==> config.mk <==
export PLATFORM = sky130hd
export DESIGN_NAME = iiitb_rc_monitor
export DESIGN_NICKNAME = d
export VERILOG_FILES = /design/src/rtl/iiitb_rc_monitor.sv
export SDC_FILE = /design/constraint.sdc
export NUM_CORES = 1
export LEC_CHECK = 0
export ABC_AREA = 1
export BUFFER_PORTS_ARGS = -buffer_cell sky130_fd_sc_hd__buf_2
export CAP_MARGIN = 20
export CORE_ASPECT_RATIO = 1.75
export CORE_MARGIN = 1.5
export CORE_UTILIZATION = 55
export CTS_BUF_LIST = sky130_fd_sc_hd__clkbuf_16
export CTS_CLUSTER_DIAMETER = 50
export DETAILED_ROUTE_END_ITERATION = 8
export PLACE_DENSITY = 0.79
export SETUP_SLACK_MARGIN = 0.3
export SLEW_MARGIN = 30
export SYNTH_ARGS = -nofsm -noshare
export SYNTH_HDL_FRONTEND = slang
export SYNTH_SLANG_ARGS = --single-unit
==> constraint.sdc <==
create_clock -name wb_clk_i -period 1.6 [get_ports wb_clk_i]
set_input_delay 0.32 -clock wb_clk_i [delete_from_list [all_inputs] [get_ports wb_clk_i]]
set_output_delay 0.32 -clock wb_clk_i [all_outputs]
set_load 0.01 [all_outputs]
==> src/rtl/iiitb_rc_monitor.sv <==
// Ring-counter monitor: synchronizes a 4-bit pad pattern and checks it follows the
// one-hot right rotation 1000->0100->0010->0001, counting rotations and mismatches.
module iiitb_rc_monitor #(
   parameter int unsigned SYNC_STAGES = 2,
   parameter int unsigned CNT_W       = 16
) (
   input  logic             wb_clk_i,
   input  logic             wb_rst_i,
   input  logic [3:0]       rc_in,
   input  logic             en,
   input  logic             clr_cnt,
   output logic             locked,
   output logic             err_pulse,
   output logic [3:0]       exp,
   output logic [CNT_W-1:0] rot_cnt,
   output logic [7:0]       err_cnt
);

   localparam int unsigned RC_W    = 4;
   localparam int unsigned ERR_W   = 8;
   localparam int unsigned CHAIN_W = SYNC_STAGES * RC_W;

   localparam logic [RC_W-1:0]  PAT_HEAD   = 4'b1000;
   localparam logic [RC_W-1:0]  PAT_SECOND = 4'b0100;
   localparam logic [RC_W-1:0]  PAT_TAIL   = 4'b0001;
   localparam logic [ERR_W-1:0] ERR_MAX    = 8'hFF;

   typedef enum logic [1:0] {
      ST_IDLE  = 2'd0,
      ST_TRACK = 2'd1,
      ST_ERROR = 2'd2
   } state_t;

   state_t             state;
   logic [CHAIN_W-1:0] sync_chain;
   logic [RC_W-1:0]    s;

   // Synchronizer chain: newest sample enters at the low nibble, s is the oldest.
   always_ff @(posedge wb_clk_i) begin
      if (wb_rst_i) begin
         sync_chain <= '0;
      end else begin
         sync_chain <= CHAIN_W'({sync_chain, rc_in});
      end
   end

   assign s = sync_chain[CHAIN_W-1 -: RC_W];

   function automatic logic [RC_W-1:0] rot_right(input logic [RC_W-1:0] v);
      return {v[0], v[RC_W-1:1]};
   endfunction

   // Tracking FSM with registered outputs; counter clear overrides any increment.
   always_ff @(posedge wb_clk_i) begin
      if (wb_rst_i) begin
         state     <= ST_IDLE;
         exp       <= PAT_HEAD;
         locked    <= 1'b0;
         err_pulse <= 1'b0;
         rot_cnt   <= '0;
         err_cnt   <= '0;
      end else begin
         err_pulse <= 1'b0;
         if (en) begin
            unique case (state)
               ST_IDLE, ST_ERROR: begin
                  if (s == PAT_HEAD) begin
                     state  <= ST_TRACK;
                     locked <= 1'b1;
                     exp    <= PAT_SECOND;
                  end
               end
               ST_TRACK: begin
                  if (s == exp) begin
                     exp <= rot_right(exp);
                     if (s == PAT_TAIL) begin
                        rot_cnt <= rot_cnt + CNT_W'(1);
                     end
                  end else begin
                     err_pulse <= 1'b1;
                     if (err_cnt != ERR_MAX) begin
                        err_cnt <= err_cnt + ERR_W'(1);
                     end
                     // A fresh head reseeds the rotation instead of dropping lock.
                     if (s == PAT_HEAD) begin
                        exp <= PAT_SECOND;
                     end else begin
                        state  <= ST_ERROR;
                        locked <= 1'b0;
                        exp    <= PAT_HEAD;
                     end
                  end
               end
               default: begin
                  state  <= ST_IDLE;
                  locked <= 1'b0;
                  exp    <= PAT_HEAD;
               end
            endcase
         end
         if (clr_cnt) begin
            rot_cnt <= '0;
            err_cnt <= '0;
         end
      end
   end

endmodule

==> metrics <==
worst-path fanout max 4; outcome finished clean; worst r2r src sync_chain[6]; Worst Setup Slack, final between 0.1 and 0.15 ns; DRT iter0 DRCs between 80 and 90; Area Growth Syn to Fin 39.81%; relative slew slack between 70% and 80%; worst hold path class input port to flip-flop; Switching Fraction between 20 and 25%; PD cells 807.8 nW/um2; DRT antenna net count 0; Detail Placement HPWL between 3000 and 4000 um; Buf/Inv on CP 0; Switch Pwr approximately 0.00055 W; total CTS buffers 5; Critical-path top delay cell dfxtp_2; fin crit share 93.22%; Slew @ Worst Pin 0.3336 ns; ANT cells 0; Clk Latency, worst-skew pair about 0.29 ns; row count 29; commonest cells after routing, fill and taps aside 90 x nand2_1, 37 x buf_2, 30 x inv_1; Int Pwr 0.001832 W; Worst path depth 7; clock transition at the registers of the reported paths around 0.060 ns; pre-CTS setup slack about 0.15 ns; core area approximately 3700 um2; drt via density ~5.5; combinational fraction of design power under 10%; count of final max-slew check failures 0; FMAX between 0.6 and 0.7 GHz; Worst Setup Start Kind flip-flop; DP Cell Count about 400; DRC 0; CP delay by family, top simple AND/OR/NAND/NOR gates; Worst setup EP type flip-flop; largest net degree at the start of global routing 22; Clock Sinks 40; effective utilization at floorplan a little under 60%; CTS tree built; Root Buffer clkbuf_16; crit path cell chain nor2_2 -> nand3_1 -> nand2_1 -> nand2_1 -> nor2_1 -> nand3_1 -> a21oi_1; flop-to-flop setup slack approximately 0.11 ns; post-synthesis sequential area ratio 37.91%; clk_skew 0.006888 ns; Leak ~1.2 nW; die area roughly 4200 um2; Critical Path AT between 1.5 and 2 ns; post-DR wirelength/cell 15.07 um; Non-Filler Instances between 400 and 500; cells after synthesis 320; part of the power in the clock network a little under half; initial antenna violation count 0; Final Hold Vio Count 0; share of cells above drive strength 1 roughly 40%; setup tns final 0 ns; Layout fillers around 250; Die Y 84.98 um; Util after Layout between 80% and 90%; syn_nets 330; Register-to-Register Path Depth 7; synthesized area per cell 6.600 um2; Ys Warns 0; Seq cells post-synth 40; Period minus WS final between 1 and 1.5 ns; peak supply drop between 900 and 1000 uV; setup violators final 0; Final #Nets a little under 400; crit path launch sync_chain[6]; Reg power frac around 43%; GPL Wtd Cong between 0.7 and 0.8; commonest non-fill, non-tap cell in the layout nand2_1; Critical Path Sink locked; RSZ-0062 raised after global routing yes; WHS between 0.2 and 0.25 ns; IO Port Bufs 37; htree depth 2; first-pass GRT wire length approximately 9800 um; final wirelength 6497 um; total gr overflow 0; number of global-route vias before repair ~2200; # Max-Cap Violations 0; Max clock buf depth 2; WP data required between 1.5 and 2 ns; hold buffers post-CTS 0; Ports 38; Netlist Area Pre-Place 2112 um2; Yosys cell types 25; first-pass iteration count of the detailed router 4; GRT Resource Usage Total 30.11%; critical path class flip-flop to flip-flop; CP max stage delay around 0.34 ns; die width approximately 50 um; Worst R2R End locked; via count 2361
==> per-layer routing <==
layer,track usage (%),vias up,part of all wire [%]
li1,-,1140,-
met1,28.68,1093,36
met3,5.634,33,4.0
met4,19.95,0,6.0
met5,0,-,0
met2,56.24,95,54
==> power groups by stage <==
| stage | registers [W] | logic (W) | clock network (W) |
|---|---|---|---|
| after CTS | 0.00103 | 0.000194 | 0.00113 |
| after global routing | 0.00103 | 0.000245 | 0.00117 |
| after global placement | 0.00105 | 0.000141 | 0 |
| final | 0.00103 | 0.000231 | 0.00113 |
| after floorplan | 0.00105 | 0.000102 | 0 |
| after detailed placement | 0.00105 | 0.000143 | 0 |
==> worst min-delay path: stages <==
cell    delay [ns]
buf_2         0.07
inv_1         0.03
nor2_1        0.07
==> worst min-delay path by stage <==
stage,end,startpoint,cells past startpoint
finish,sync_chain[3],rc_in[3],3
global route,sync_chain[1],rc_in[1],3
CTS,sync_chain[3],rc_in[3],3
detailed placement,sync_chain[7],sync_chain[3],2
global placement,sync_chain[6],sync_chain[2],2
floorplan,sync_chain[4],sync_chain[0],2
==> flip-flops by register name (all words and copies together) (netlist names) <==
register	flops
exp	4
locked	1
sync_chain	8
err_pulse	1
rot_cnt	16
state	2
err_cnt	8
==> layout make-up <==
class | instances | area, um2 | share of cell area (%)
inverter | 41 | 155.1 | 5.254
multi-input combinational | 233 | 1290 | 43.69
sequential | 40 | 838.3 | 28.39
tap | 46 | 57.56 | 1.949
clock buffer | 5 | 125.1 | 4.237
timing repair buffer | 63 | 447.9 | 15.17
clock inverter | 3 | 38.79 | 1.314
==> cells by family after synthesis <==
logic type / after synthesis / synth area share [%]
buf+inv: 47 / 9.123
simple gates: 185 / 38.92
xor+xnor: 8 / 3.317
fa+ha+maj: 2 / 1.185
flops: 40 / 37.91
compound gates: 38 / 9.538
==> per-stage QoR <==
step	power (W)	cell area, um2
after floorplan	0.001154	2171
after global placement	0.001191	2406
after detailed placement	0.001194	2406
after CTS	0.002347	2844
after global routing	0.002450	2953
final	0.002385	2953
==> synth_stat cells, drive strengths merged <==
library cell | count | area share [%]
nor2 | 43 | 9.3
clkinv | 1 | 0.18
a21oi | 28 | 7.0
clkbuf | 3 | 0.53
dfxtp | 40 | 38
buf | 3 | 1.3
xor2 | 4 | 1.7
ha | 2 | 1.2
nand3b | 1 | 0.36
nand2 | 107 | 19
nand3 | 17 | 5.1
nor3 | 2 | 0.47
inv | 40 | 7.1
xnor2 | 4 | 1.7
nand4 | 15 | 4.4
o21ai | 10 | 2.5
==> repair_timing <==
| item | 4_1_cts | 5_1_grt |
|---|---|---|
| cloned | 1 | 0 |
| gates resized for setup | 33 | 35 |
| setup buffers | 17 | 3 |
| pin swaps | 11 | 9 |
| endpoints found under the setup margin | 28 | 33 |
No activity file was read; power rests on OpenSTA's default activity.
